### src/rtl/counter_pkg.sv
// counter_pkg
// Shared definitions for the down counter: FSM state encodings and a
// small helper used to build the per-bit J/K drive when a value has to
// be forced into the counter (load, reload or clear).
package counter_pkg;

  typedef enum logic [1:0] {
    IDLE = 2'b00,
    RUN  = 2'b01,
    DONE = 2'b10
  } state_t;

  localparam int MIN_WIDTH = 2;
  localparam int MAX_WIDTH = 16;

  // Forcing a JK flip-flop to a value v needs J=v, K=~v; this packs
  // both vectors side by side as {J, K} for a 16-bit-wide value.
  function automatic logic [2*MAX_WIDTH-1:0] jk_force(input logic [MAX_WIDTH-1:0] value);
    return {value, ~value};
  endfunction

endpackage

### src/rtl/jk_ff_ar.sv
// jk_ff_ar
// JK flip-flop with asynchronous active-low clear.
// Ports:
//   clk   - rising-edge clock
//   rst_n - asynchronous clear, active low (q goes to 0)
//   j, k  - JK controls: 00 hold, 01 reset, 10 set, 11 toggle
//   q     - stored bit
module jk_ff_ar (
  input  logic clk,
  input  logic rst_n,
  input  logic j,
  input  logic k,
  output logic q
);

  always_ff @(posedge clk or negedge rst_n) begin
    if (!rst_n) begin
      q <= 1'b0;
    end else begin
      case ({j, k})
        2'b01:   q <= 1'b0;
        2'b10:   q <= 1'b1;
        2'b11:   q <= ~q;
        default: q <= q;
      endcase
    end
  end

endmodule

### src/rtl/down_counter.sv
// down_counter
// Presettable down counter with one-shot and auto-reload modes. The
// count itself lives in a bank of JK flip-flops; an IDLE/RUN/DONE FSM
// decides each cycle whether the bank loads, decrements, reloads or
// clears.
// Ports:
//   clk   - rising-edge clock
//   rst_n - asynchronous active-low reset
//   load  - synchronous load of d into count and preset (highest priority)
//   d     - preset value
//   en    - count enable
//   mode  - 0 one-shot, 1 auto-reload (sampled at the terminal event)
//   q     - current count
//   tc    - registered one-cycle pulse after each terminal event
//   busy  - state is RUN
//   done  - state is DONE
module down_counter
  import counter_pkg::*;
#(
  parameter int WIDTH = 4
) (
  input  logic             clk,
  input  logic             rst_n,
  input  logic             load,
  input  logic [WIDTH-1:0] d,
  input  logic             en,
  input  logic             mode,
  output logic [WIDTH-1:0] q,
  output logic             tc,
  output logic             busy,
  output logic             done
);

  state_t           state;
  state_t           next_state;
  logic [WIDTH-1:0] count;
  logic [WIDTH-1:0] preset;
  logic [WIDTH-1:0] j_vec;
  logic [WIDTH-1:0] k_vec;
  logic [WIDTH-1:0] borrow;
  logic             tc_next;
  logic             terminal;

  logic [2*MAX_WIDTH-1:0] jk_load;
  logic [2*MAX_WIDTH-1:0] jk_reload;

  // Bit i toggles on a decrement exactly when every lower bit is zero.
  assign borrow[0] = 1'b1;
  for (genvar gi = 1; gi < WIDTH; gi++) begin : g_borrow
    assign borrow[gi] = ~|count[gi-1:0];
  end

  for (genvar gb = 0; gb < WIDTH; gb++) begin : g_bit
    jk_ff_ar u_bit (
      .clk   (clk),
      .rst_n (rst_n),
      .j     (j_vec[gb]),
      .k     (k_vec[gb]),
      .q     (count[gb])
    );
  end

  assign terminal  = (count == WIDTH'(1));
  assign jk_load   = jk_force(MAX_WIDTH'(d));
  assign jk_reload = jk_force(MAX_WIDTH'(preset));

  // Next-state and JK drive. Load wins over everything; a terminal
  // event either reloads the preset or clears into DONE. In IDLE and
  // DONE the bank is held at zero so en can never disturb it.
  always_comb begin
    next_state = state;
    j_vec      = '0;
    k_vec      = '0;
    tc_next    = 1'b0;
    if (load) begin
      j_vec      = jk_load[MAX_WIDTH +: WIDTH];
      k_vec      = jk_load[0 +: WIDTH];
      next_state = (d != '0) ? RUN : IDLE;
    end else begin
      case (state)
        RUN: begin
          if (en) begin
            if (terminal) begin
              tc_next = 1'b1;
              if (mode) begin
                j_vec = jk_reload[MAX_WIDTH +: WIDTH];
                k_vec = jk_reload[0 +: WIDTH];
              end else begin
                k_vec      = '1;
                next_state = DONE;
              end
            end else begin
              j_vec = borrow;
              k_vec = borrow;
            end
          end
        end
        IDLE, DONE: begin
          k_vec = '1;
        end
        default: begin
          k_vec      = '1;
          next_state = IDLE;
        end
      endcase
    end
  end

  // State, preset and terminal-count registers.
  always_ff @(posedge clk or negedge rst_n) begin
    if (!rst_n) begin
      state  <= IDLE;
      preset <= '0;
      tc     <= 1'b0;
    end else begin
      state <= next_state;
      tc    <= tc_next;
      if (load) begin
        preset <= d;
      end
    end
  end

  assign q    = count;
  assign busy = (state == RUN);
  assign done = (state == DONE);

endmodule

### config.mk
export PLATFORM = sky130hd
export DESIGN_NAME = down_counter
export DESIGN_NICKNAME = d
export VERILOG_FILES = /design/src/rtl/counter_pkg.sv /design/src/rtl/jk_ff_ar.sv /design/src/rtl/down_counter.sv
export SDC_FILE = /design/constraint.sdc
export NUM_CORES = 1
export LEC_CHECK = 0
export ABC_AREA = 1
export ABC_CLOCK_PERIOD_IN_PS = 1400
export CAP_MARGIN = 40
export CORE_MARGIN = 2
export CORE_UTILIZATION = 40
export CTS_BUF_LIST = sky130_fd_sc_hd__clkbuf_16
export DETAILED_ROUTE_END_ITERATION = 6
export PLACE_DENSITY = 0.69
export SLEW_MARGIN = 20
export SYNTH_ARGS = -nofsm -noshare
export SYNTH_HDL_FRONTEND = slang
export SYNTH_SLANG_ARGS = --single-unit
### constraint.sdc
create_clock -name clk -period 1.4 [get_ports clk]
set_input_delay 0.35 -clock clk [delete_from_list [all_inputs] [get_ports clk]]
set_output_delay 0.35 -clock clk [all_outputs]
set_load 0.01 [all_outputs]
## Word level (Yosys, flattened, before mapping)

Cells that the tools add are included.

- $mul: 0
- Magnitude comparators: 0
- Eq/ne operators: 19
- Div/mod/pow operators: 0
- Reductions and logical operators: 13
- $add $sub $neg: 0
- Shifts and indexed selects: 0
- Multiplexer cells: 24
- Bitwise logic cells: 6

Operators with widths:

| cell | number |
|---|---|
| 4-bit two-way mux | 10 |
| 2-bit equality test, second input constant | 9 |
| 1-bit one-hot mux with 3 select lines | 4 |
| 3-bit nonzero test | 4 |
| 2-bit by 1-bit equality test with 1-bit output, second input constant | 5 |
| 2-bit two-way mux | 4 |
| 4-bit NOT | 2 |
| 3-bit != test, second input constant | 2 |
| 1-bit two-way mux | 5 |
| 4-bit by 1-bit equality test with 1-bit output, second input constant | 1 |
| 1-bit NOT | 4 |
| 2-bit one-hot mux with 2 select lines | 1 |
| 4-bit AND reduction | 1 |
| 4-bit nonzero test | 1 |
| 2-bit OR reduction | 2 |
| 1-bit logical NOT | 3 |
| 3-bit by 2-bit != test with 1-bit output, second input constant | 1 |
| 3-bit OR reduction | 1 |
| 2-bit logical NOT | 1 |
| 2-bit != test, second input constant | 1 |

- Logic and storage cells: 69
- Memory bits (read-only): 0
- Bits in registers: 11
- Latch bits: 0
- Memories kept: 0
- RAM bits: 0

## Logic depth before layout (Yosys ltp)

Gate-level depths: netlist of run 1.

- Depth in word-level cells: 8
- Mapped depth: 8
- Mapped depth without buffers: 8

## Cells and area by module

Synthesis of run 1 repeated with hierarchy kept, for this count alone.

- Cells, all modules: 101
- Area, all modules: 685.7 um^2

Modules (own cells, without submodules):

| module | area an instance (um^2) | cells an instance | seq. area each (um^2) | instances |
|---|---|---|---|---|
| down_counter | 510.5 | 77 | 175.2 | 1 |
| jk_ff_ar | 43.8 | 6 | 25.0 | 4 |

## Worst setup path after synthesis of run 1

No wires, ideal clock.

- Path type: register to register
- Start: register g_bit[1].u_bit.q
- End: register state[0]
- Cell stages (with the launch flop): 6
- Data arrival time: 1018 ps
- Setup time: 125 ps
- Period minus slack after synthesis: 1143 ps
- Slack: 257 ps
- Path through: dfrtp_1 -> nor2_2 -> nand3_2 -> or2_1 -> nand2_1 -> o21ai_1

- Word-level cells in the longest chain between the ends: 3

Ends and longest elaborated chain:

| element | RTL line | RTL |
|---|---|---|
| start: declaration | jk_ff_ar.sv:13 | `output logic q` |
| start signal: assignment | jk_ff_ar.sv:23 | `2'b11: q <= ~q;` |
| start signal: assignment | jk_ff_ar.sv:24 | `default: q <= q;` |
| 4-bit by 1-bit equality test with 1-bit output | down_counter.sv:63 | `assign terminal = (count == WIDTH'(1));` |
| 3-bit by 2-bit != test with 1-bit output (no line) | -- |  |
| 4-bit AND reduction (no line) | -- |  |
| end signal: assignment | down_counter.sv:116 | `state <= next_state;` |
| end: declaration | down_counter.sv:34 | `state_t state;` |

No other way between the ends.
A chain may end at the register's enable or synchronous reset.

## Worst setup path in the final report of run 1

- Start: register state[0]
- End: output port done

- Word-level cells in the longest chain between the ends: 1

Ends and longest elaborated chain:

| element | RTL line | RTL |
|---|---|---|
| 2-bit equality test | down_counter.sv:126 | `assign done = (state == DONE);` |
| end: declaration | down_counter.sv:31 | `output logic done` |

No other way between the ends.

==> impl_results.md, run 1 <==
- Root Buffer: clkbuf_16
- WP data arrival: 1020 ps
- Rel. slew slack: 0.838
- Post-synth EDFFs: 0
- # diodes: 0
- Crit-path cells: nor2_1 > clkdlybuf4s15_1
- DRC violations left: 0
- Outcome: finished, final reports clean
- Power Density: 1240 nW/µm²
- DR iter-0 viols: 12
- Ports: 16
- DRT Pass-1 Iters: 4
- Seq pwr share: 0.344
- Synth cell count leaders: 28 x nand2_1, 11 x dfrtp_1, 8 x nor2_1
- Die W: 41.8 µm
- Lkg Pwr: between 0.0004 and 0.0005 µW
- Clock latency on the worst-skew pair: 240 ps
- RSZ-0062 raised after global routing: no
- Finished Cell Area: 852 µm²
- Wire length per cell: 10.8 µm
- Final GP Congestion: 0.910
- Initial Utilization: 0.433
- Die area: 1740 µm²
- Worst Clk Skew: 1.26 ps
- Fin crit period: 1370 ps
- Worst-path fanout max: 2
- Dominant cells by area after synthesis: dfrtp_1 48%, nand2_1 18%, buf_4 5.3%
- Mapped Cells: 74
- Hpwl dp: 988 µm
- Tcrit/Tclk final: 0.977
- Global route total overflow: 0
- Worst path max stage delay: 380 ps
- Crit start category: flop
- Placed instance count: 109
- Slew @ Worst Pin: between 200 and 250 ps
- Seq/Total Area, Yosys: 0.482
- Vias in the first global route: 530
- Max stage delay cell, worst path: dfrtp_1
- I/O Buffers: 15
- Syn_nets: between 80 and 90
- Final setup vio count: 0
- Synthesized area: 571 µm²
- Count leader, synth: nand2_1
- Vias/cell: between 4 and 5
- Area Growth Syn to Fin: 49.3%
- Max-Cap Viols: 0
- Fraction of layout cells with a size suffix above 1: 0.192
- Count of cell types in the netlist: 17
- H-tree depth: 1
- Clock power frac: 0.484
- Hold Path Class: input pin to asynchronous set/reset pin
- Vias after detailed routing: 551
- Hold Vio Cnt, Final: 0
- Post-DRT Antenna Nets: 0
- Worst-path clk slew: 40 ps
- Hold bufs inserted after CTS: 0
- Detailed Route WL: 1230 µm
- Nets: 109
- Ys flop type: dfrtp_1
- Avg Cell Area, Syn: 7.71 µm²
- Ys async rst share: 1.00
- FP Rows: 13
- Initial antenna violation count: 0
- Worst EP required: 1050 ps
- Clock tree sinks: 11
- First-pass GRT wire length: just over 2000 µm
- Worst vdd ir: ~740 µV
- Clock tree buffer depth: 2
- Largest net degree at the start of global routing: 12
- Area after DPL: between 700 and 800 µm²
- Slew Limit Fails: 0
- TritonCTS Buffers: 3
- Net Switching: 245 µW
- Worst Setup Path Type: flop to output pin
- Final non-filler cell total: 114
- Yosys reg bits: 11
- Sw frac: 0.232
- Ys Warns: 0
- Chip height: 41.8 µm
- Global Route Usage Sum: 0.165
- Comb power frac: 0.172
- Max Clk Rate: between 0.7 and 0.8 GHz
- Yosys top cell by area: dfrtp_1
- Worst setup EP type: output pin
- Top cell type's share of synthesized area: 0.482
- Internal: around 810 µW
- Core region area: 1320 µm²
- CTS tree: done
- Fill count: about 120
[routing by layer]
metal | track usage | wire (µm) | vias up | part of all wire
li1 | - | - | 280 | -
met4 | 0.148 | 37 | 0 | 0.030
met3 | 0.0435 | 64 | 5 | 0.052
met5 | 0 | 0 | - | 0
met1 | 0.173 | 557 | 248 | 0.45
met2 | 0.266 | 567 | 18 | 0.46
[sequential cells by signal (all words and copies together) (netlist names)]
register       cells
tc                 1
g_bit.u_bit.q      4
state              2
preset             4
[per-stage QoR]
stage | setup slack [ps] | hold slack (ps) | setup TNS, ps | total power [µW] | utilization
after floorplan | 257 | 54.4 | 0 | 464 | -
after global placement | -84.4 | 458 | -389 | 553 | 0.590
after detailed placement | -110 | 463 | -541 | 558 | 0.590
after CTS | 5.83 | 408 | 0 | 1070 | 0.646
after global routing | 5.81 | 434 | 0 | 1100 | 0.647
final | 32.5 | 402 | 0 | 1060 | 0.647
[cell families (layout without fill, tap and decap cells)]
logic type | Yosys count | count (layout) | share of synthesized area
AO/OA/AOI/OAI | 5 | 5 | 0.0504
XOR/XNOR | 1 | 1 | 0.0154
buffers and inverters | 10 | 35 | 0.0921
flip-flops | 11 | 11 | 0.482
AND/OR/NAND/NOR | 47 | 47 | 0.360
[layout by cell type (no fill, tap or decap)]
cell / Yosys / final
nand4_1: 1 / 1
nand3b_1: 1 / 1
a21oi_1: 1 / 1
xnor2_1: 1 / 1
nor2_2: 3 / 3
o21ai_2: 1 / 1
clkdlybuf4s50_1: 0 / 8
nor4_1: 1 / 1
or2_1: 1 / 1
o21ai_1: 1 / 1
clkbuf_16: 0 / 3
inv_1: 6 / 7
buf_4: 4 / 10
nand2_1: 28 / 28
dfrtp_1: 11 / 11
o21ai_0: 2 / 2
clkdlybuf4s15_1: 0 / 1
dlygate4sd2_1: 0 / 5
nand3_2: 1 / 1
nor2_1: 8 / 8
nand3_1: 3 / 3
buf_2: 0 / 1
[worst max-delay path, delay by kind of cell (launching register included)]
family	cells	cell delay, ps
flip-flops	1	380
buffers and inverters	1	250
AND/OR/NAND/NOR	1	150
[final cells by class]
class | instances | area [µm²] | share of cell area
Clock buffer | 3 | 75.1 | 0.0881
Clock inverter | 1 | 3.75 | 0.00441
Inverter | 6 | 22.5 | 0.0264
Multi-Input combinational cell | 53 | 243 | 0.285
Sequential cell | 11 | 275 | 0.323
Tap cell | 15 | 18.8 | 0.0220
Timing Repair Buffer | 25 | 214 | 0.251
[power groups by stage]
stage | combinational (µW) | sequential, µW | clock (µW)
floorplan | 97.1 | 366 | 0
global placement | 184 | 369 | 0
detailed placement | 187 | 371 | 0
CTS | 183 | 364 | 519
global route | 201 | 367 | 533
finish | 182 | 363 | 511
[timing repair]
| item | 4_1_cts | 5_1_grt |
|---|---|---|
| resized for setup | 10 | 1 |
| cloned | 0 | 0 |
| endpoints found under the hold margin | 0 | 0 |
| buffers inserted | 1 | 0 |
| endpoints found under the setup margin | 7 | 1 |
[worst paths after layout]
check,cells after the start,startpoint,slack (ps),end
min in group clk,2,preset[2]$_DFFE_PN0P_,470,preset[2]$_DFFE_PN0P_
setup reg to reg,6,g_bit[1].u_bit.q$_DFFE_PN0P_,140,state[0]$_DFFE_PN0P_
hold / removal,2,rst_n,400,preset[1]$_DFFE_PN0P_
max in group asynchronous,2,rst_n,850,g_bit[3].u_bit.q$_DFFE_PN0P_
hold reg to reg,2,preset[2]$_DFFE_PN0P_,470,preset[2]$_DFFE_PN0P_
setup / recovery,2,state[0]$_DFFE_PN0P_,30,done
(Power assumes the default switching activity.)
==> inputs of run 2 (changes only) <==
RECOVER_POWER = 100   (was default)
==> run 2 against run 1 <==
Effect of this change:
- core utilization shrank 0.28 points
- global-route usage is the same
- cell count is the same
- sequential share of layout area grew 0.14 points
- register-to-register slack is essentially flat
- combinational power is essentially flat
- non-clock buffer count is the same
- final area shrank 0.44%
- critical path type unchanged
==> impl_results.md, run 2 (synthesis results as in run 1) <==
- Endpoint, Worst Hold: preset[2]$_DFFE_PN0P_
- Worst R2R Path Depth: 6 (unchanged)
- Reg2reg setup slack: 130 ps (was 140 ps)
- Multi-input logic area: 243 µm² (unchanged)
- Worst setup EP type: output pin (unchanged)
- Fin util: 0.644 (was 0.647)
- Hold Startpoint: preset[2]$_DFFE_PN0P_
- Crit start category: flop (unchanged)
- DRT Pass-1 Iters: 4 (unchanged)
- Placed instance count: 109 (unchanged)
- Largest net degree at the start of global routing: 12 (unchanged)
- Reg2reg end: state[0]$_DFFE_PN0P_ (unchanged)
- Routed wl met3: 73 µm (was 64 µm)
- DR iter-0 viols: 18 (was 12)
- Setup WS post-layout: 28.7 ps (was 32.5 ps)
- Hpwl dp: 988 µm (unchanged)
- Commonest non-fill, non-tap cell in the layout: nand2_1 (unchanged)
- Lkg Pwr: 0.000438 µW (was 0.000441 µW)
- Max-Cap Viols: 0 (unchanged)
- Slew Limit Fails: 0 (unchanged)
- Internal: 809 µW (was 812 µW)
- FP Rows: 13 (unchanged)
- Global route total overflow: 0 (unchanged)
- Place WS: -110 ps (unchanged)
- Initial antenna violation count: 0 (unchanged)
- Detailed Route WL: 1220 µm (was 1230 µm)
- Worst Setup Path Type: flop to output pin (unchanged)
- Clock latency on the worst-skew pair: 240 ps (about the same)
- Comb power frac: 0.170 (was 0.172)
- Worst Clk Skew: 2.05 ps (was 1.26 ps)
- Vias in the first global route: 530 (unchanged)
- Power Density: 1240 nW/µm² (about the same)
- Max Clk Rate: 0.729 GHz (was 0.731 GHz)
- DRC violations left: 0 (unchanged)
- Seq pwr share: 0.345 (was 0.344)
- Vias/cell: 4.88 (was 4.83)
- Tcrit/Tclk final: 0.979 (was 0.977)
- Max layer used: met4 (unchanged)
- Clock tree sinks: 11 (unchanged)
- Post-DRT Antenna Nets: 0 (unchanged)
- Clock tree buffer depth: 2 (unchanged)
- Hold Vio Cnt, Final: 0 (unchanged)
- Finished Cell Area: 848 µm² (was 852 µm²)
- TritonCTS Buffers: 3 (unchanged)
- Worst path max stage delay: 380 ps (about the same)
- Root Buffer: clkbuf_16 (unchanged)
- H-tree depth: 1 (unchanged)
- Clock power frac: 0.484 (about the same)
- Net Switching: 244 µW (was 245 µW)
- Initial Utilization: 0.433 (unchanged)
- Final GP Congestion: 0.910 (unchanged)
- Worst vdd ir: 739 µV (was 745 µV)
- Top flop regs: g_bit.u_bit.q x4, preset x4, state x2 (unchanged)
- Routed wl met2: 564 µm (was 567 µm)
- Rel. slew slack: 0.611 (was 0.838)
- Worst-path fanout max: 2 (unchanged)
- Commonest non-fill, non-tap cells in the layout: 28 x nand2_1, 11 x dfrtp_1, 9 x buf_4 (was 28 x nand2_1, 11 x dfrtp_1, 10 x buf_4)
- Die W: 41.8 µm (unchanged)
- Final non-filler cell total: 114 (unchanged)
- Core region area: 1320 µm² (unchanged)
- Global Route Usage Sum: 0.165 (unchanged)
- WP data arrival: 1020 ps (about the same)
- Wire length per cell: 10.7 µm (was 10.8 µm)
- CTS tree: done (unchanged)
- # diodes: 0 (unchanged)
- Fraction of layout cells with a size suffix above 1: 0.182 (was 0.192)
- Final setup vio count: 0 (unchanged)
- Register area: 275 µm² (unchanged)
- Die area: 1740 µm² (unchanged)
- Fill count: 116 (unchanged)
- Outcome: finished, final reports clean (unchanged)
- Max stage delay cell, worst path: dfrtp_1 (unchanged)
- Hold bufs inserted after CTS: 0 (unchanged)
- Sw frac: 0.231 (was 0.232)
- Area Growth Syn to Fin: 48.7% (was 49.3%)
- Worst EP required: 1050 ps (about the same)
- Vias after detailed routing: 556 (was 551)
- Setup tns final: 0 ps (unchanged)
- Chip height: 41.8 µm (unchanged)
- Fin crit period: 1370 ps (about the same)
- Nets: 109 (unchanged)
- Ports: 16 (unchanged)
- Area after DPL: 777 µm² (unchanged)
- First-pass GRT wire length: 2060 µm (unchanged)
- RSZ-0062 raised after global routing: no (unchanged)
- Slew @ Worst Pin: 583 ps (was 241 ps)
- Crit-path cells: nor2_1 > clkdlybuf4s15_1 (unchanged)
- I/O Buffers: 15 (unchanged)
- Hold Path Class: flop to flop (was input pin to asynchronous set/reset pin)
- Worst-path clk slew: 40 ps (about the same)
- Origin of the critical flop-to-flop path: g_bit[1].u_bit.q$_DFFE_PN0P_ (unchanged)
- M1 WL: 541 µm (was 557 µm)
- Hold depth: 2
-- run 2: changes by cell type in the layout (fill, tap and decap cells not counted) --
cell | previous run | this run
or2_1 | 1 | 0
dlygate4sd3_1 | 0 | 2
clkdlybuf4s50_1 | 8 | 6
or2_0 | 0 | 1
clkbuf_1 | 0 | 1
buf_4 | 10 | 9
-- run 2: per-layer routing --
layer  vias to the layer above  track usage
met5                         -            0
met4                         0        0.148
met3                         5       0.0435
met2                        19        0.266
met1                       254        0.173
li1                        278            -
-- run 2: worst max-delay path: cells and delay by family (launching register included) --
family | cells | cell delay (ps)
flops | 1 | 380
simple gates | 1 | 150
buf+inv | 1 | 260
-- run 2: power groups by stage --
stage	clock (µW)	sequential, µW	combinational [µW]
2_1_floorplan	0	366	97.1
3_5_place_dp	0	371	187
6_report	510	363	179
5_1_grt	533	367	198
3_3_place_gp	0	369	184
4_1_cts	519	364	183
-- run 2: stage by stage --
step / hold slack, ps / total power [µW]
after detailed placement: 463 / 558
after CTS: 408 / 1070
after floorplan: 54.4 / 464
final: 473 / 1050
after global routing: 498 / 1100
after global placement: 458 / 553
-- run 2: how the worst max path moves through the flow --
| stage | startpoint | to | slack (ps) |
|---|---|---|---|
| 2_1_floorplan | g_bit[1].u_bit.q$_DFFE_PN0P_ | state[0]$_DFFE_PN0P_ | 260 |
| 3_3_place_gp | en | g_bit[2].u_bit.q$_DFFE_PN0P_ | -80 |
| 3_5_place_dp | en | g_bit[1].u_bit.q$_DFFE_PN0P_ | -110 |
| 4_1_cts | state[0]$_DFFE_PN0P_ | done | 6 |
| 5_1_grt | state[0]$_DFFE_PN0P_ | done | 6 |
| 6_report | state[0]$_DFFE_PN0P_ | done | 30 |
-- run 2: area by class of cell --
type                    instances  area share
multi-input cells              53       0.286
well taps                      15      0.0221
inverters                       6      0.0265
flip-flops and latches         11       0.324
clock inverters                 1     0.00442
clock buffers                   3      0.0885
repair buffers                 25       0.248
-- run 2: repair_timing --
action                                  CTS  global route
hold endpoints to repair                  0             0
setup buffers                             1             0
pin swaps                                 0             0
resized for setup                        10             1
endpoints found under the setup margin    7             1
==> inputs of run 3 (changes only) <==
SLEW_MARGIN = default   (was 20)
==> results of run 3 <==
Same layout as run 2: the final DEF is identical, and so are final timing and power.
==> RTL edit: new RTL, config.mk and constraints of run 2 <==
Re-encode `state_t` (3 states) as one-hot, 3 bits wide.
--- a/src/rtl/counter_pkg.sv
+++ b/src/rtl/counter_pkg.sv
@@ -6,6 +6,6 @@
 
-  typedef enum logic [1:0] {
-    IDLE = 2'b00,
-    RUN  = 2'b01,
-    DONE = 2'b10
+  typedef enum logic [2:0] {
+    IDLE = 3'b001,
+    RUN  = 3'b010,
+    DONE = 3'b100
   } state_t;
Behaviour: same outputs for any inputs over 10 cycles, from zero or initial values and one cycle with rst_n low; not proved beyond that.
==> RTL edit against run 2 <==
- setup slack worse by 0.011 ns
- synthesized cell count increased by 23%
- critical path depth is 2 higher
- global-route usage up 0.80 points
- design area grew 18%
- total power increased by 8.9%
- synthesized area up 22%
- routed wire length grew 30%
- sequential cell count up 1
- clock power is 1% higher
- largest cell class is now multi-input gates
- highest routed layer unchanged
==> RTL edit: results (changes against run 2) <==
Synthesis
  • Most frequent cells after synthesis: 36 x nand2_1, 11 x dfrtp_1, 9 x nand3_1, 8 x inv_1, 4 x buf_4
  • Post-synthesis sequential area ratio: 0.432 (-0.0506)
  • Mapped Avg Cell Area: 7.67 um2 (-0.49%)
  • Top-count cell post-synth: nand2_1
  • Asr flop ratio synth: 1.00 (unchanged)
  • Synth cell types: 18 (+1)
  • Syn nets: 100 (+20%)
  • Area contributors post-synth: dfrtp_1 39%, nand2_1 19%, nand3_1 6.5%

Placement
  • Placer Congestion: 0.837 (-8.1%)
  • Detailed Place HPWL: 1240 um (+25%)
  • Port bufs: 15 (unchanged)

Global routing
  • M2 GR Usage: 0.287 (+0.0217)
  • Maximum number of pins on one net before global-route repair: 13 (+1)
  • Met3 usage: 0.0516 (+0.00811)
  • First-pass GRT wire length: 2540 um (+23%)
  • Gr usage total: 0.173 (+0.00798)
  • Vias in the first global route: 590 (+11%)
  • Met1 usage: 0.209 (+0.0368)
  • Initial antenna violation count: 0 (unchanged)

Pwr
  • Leakage: 0.540 nW (+23%)
  • Clock power frac: 0.450 (-0.034)
  • NetSw: 0.000283 W (+16%)
  • VDD IR-drop max: 0.677 mV (-8.4%)
  • Power of the sequential group: 0.000395 W (+8.8%)

Layout
  • Share of cells above drive strength 1: 0.231 (+0.0496)
  • Post-layout net count: 131 (+20%)
  • P&R area growth vs syn: 43.2%
  • Largest regs: g_bit.u_bit.q: 4 flops, preset: 4 flops, state: 3 flops
  • Final std cells w/o fill: 138 (+21%)

STA
  • Clock Skew: 0.00245 ns (+0.000400 ns)
  • Relative slew slack: 0.574 (-0.0377)

Critical path
  • Crit Path Category: flop to output pin
  • Reg2reg start: state[2]$_DFFE_PN0P_
  • Crit path max-delay cell type: dfstp_2
  • Critical Path Start: state[0]$_DFFE_PN1P_
  • Highest cell delay on the worst timing path: 0.54 ns (+0.16 ns)
  • Largest delay contributor family on the critical path: flip-flops
  • CP Max Fanout: 3 (+1)

Routing
  • Wire length on met1: 682 um (+26%)
  • Total number of vias: 678 (+22%)
  • Pre-antenna DRT Iters: 4 (unchanged)
  • Met2 wire len: 826 um (+46%)
  • Initial DRC count: 10 (-8)
  • Met3 wire len: 63 um (-14%)
  • Top layer in use: met4
  • Final wirelength: 1580 um (+30%)

Status
  • Status: complete, no violations

Clock tree
  • Clk root buf: clkbuf_16
  • Cts repair resizes: 14 (+4)
  • Number of post-CTS setup repair buffers: 0 (-1)

Worst hold path
  • Worst min-delay path startpoint: preset[2]$_DFFE_PN0P_
  • Hold Path Class: flop to flop
[RTL edit: changes by cell type in the layout (fill, tap and decap cells not counted), moves of 2 or more]
cell | run 2 | this run
inv_2 | 0 | 4
nand3_1 | 3 | 9
nor2_2 | 3 | 1
nand2_1 | 28 | 36
buf_4 | 9 | 12
nor2_4 | 0 | 2
clkbuf_1 | 1 | 4
nor2_1 | 8 | 4
[RTL edit: cell type report]
type                       instances  area, um2
timing repair buffer              30        234
fill                             150        689
multi-input combinational         64        323
tap                               17       21.3
sequential                        12        302
inverter                          11       41.3
clock buffer                       3       75.1
clock inverter                     1       3.75
[RTL edit: path summary, 6_finish.rpt]
path | slack (ns) | cells after the start | to
hold / removal | 0.48 | 2 | preset[2]$_DFFE_PN0P_
max in group asynchronous | 0.34 | 2 | preset[3]$_DFFE_PN0P_
setup / recovery | 0.02 | 4 | busy
hold reg to reg | 0.48 | 2 | preset[2]$_DFFE_PN0P_
setup reg to reg | 0.12 | 7 | state[1]$_DFFE_PN0P_
min in group asynchronous | 0.65 | 2 | state[1]$_DFFE_PN0P_
[RTL edit: metrics by stage]
stage	total power [W]	area, um2	hold WS (ns)	setup slack, ns
2_1_floorplan	0.000528	698	0.0544	0.311
6_report	0.00115	1000	0.475	0.0177
3_5_place_dp	0.000646	945	0.466	-0.0967
5_1_grt	0.00120	1000	0.499	-0.0128
3_3_place_gp	0.000640	945	0.454	-0.0753
4_1_cts	0.00115	1010	0.428	0.0112
[RTL edit: logic make-up (layout without fill, tap and decap cells)]
group / count (synthesis) / count (layout) / share of synthesized area
xor+xnor: 1 / 1 / 0.0125
flops: 12 / 12 / 0.432
simple gates: 60 / 60 / 0.432
buf+inv: 15 / 45 / 0.102
compound gates: 3 / 3 / 0.0215
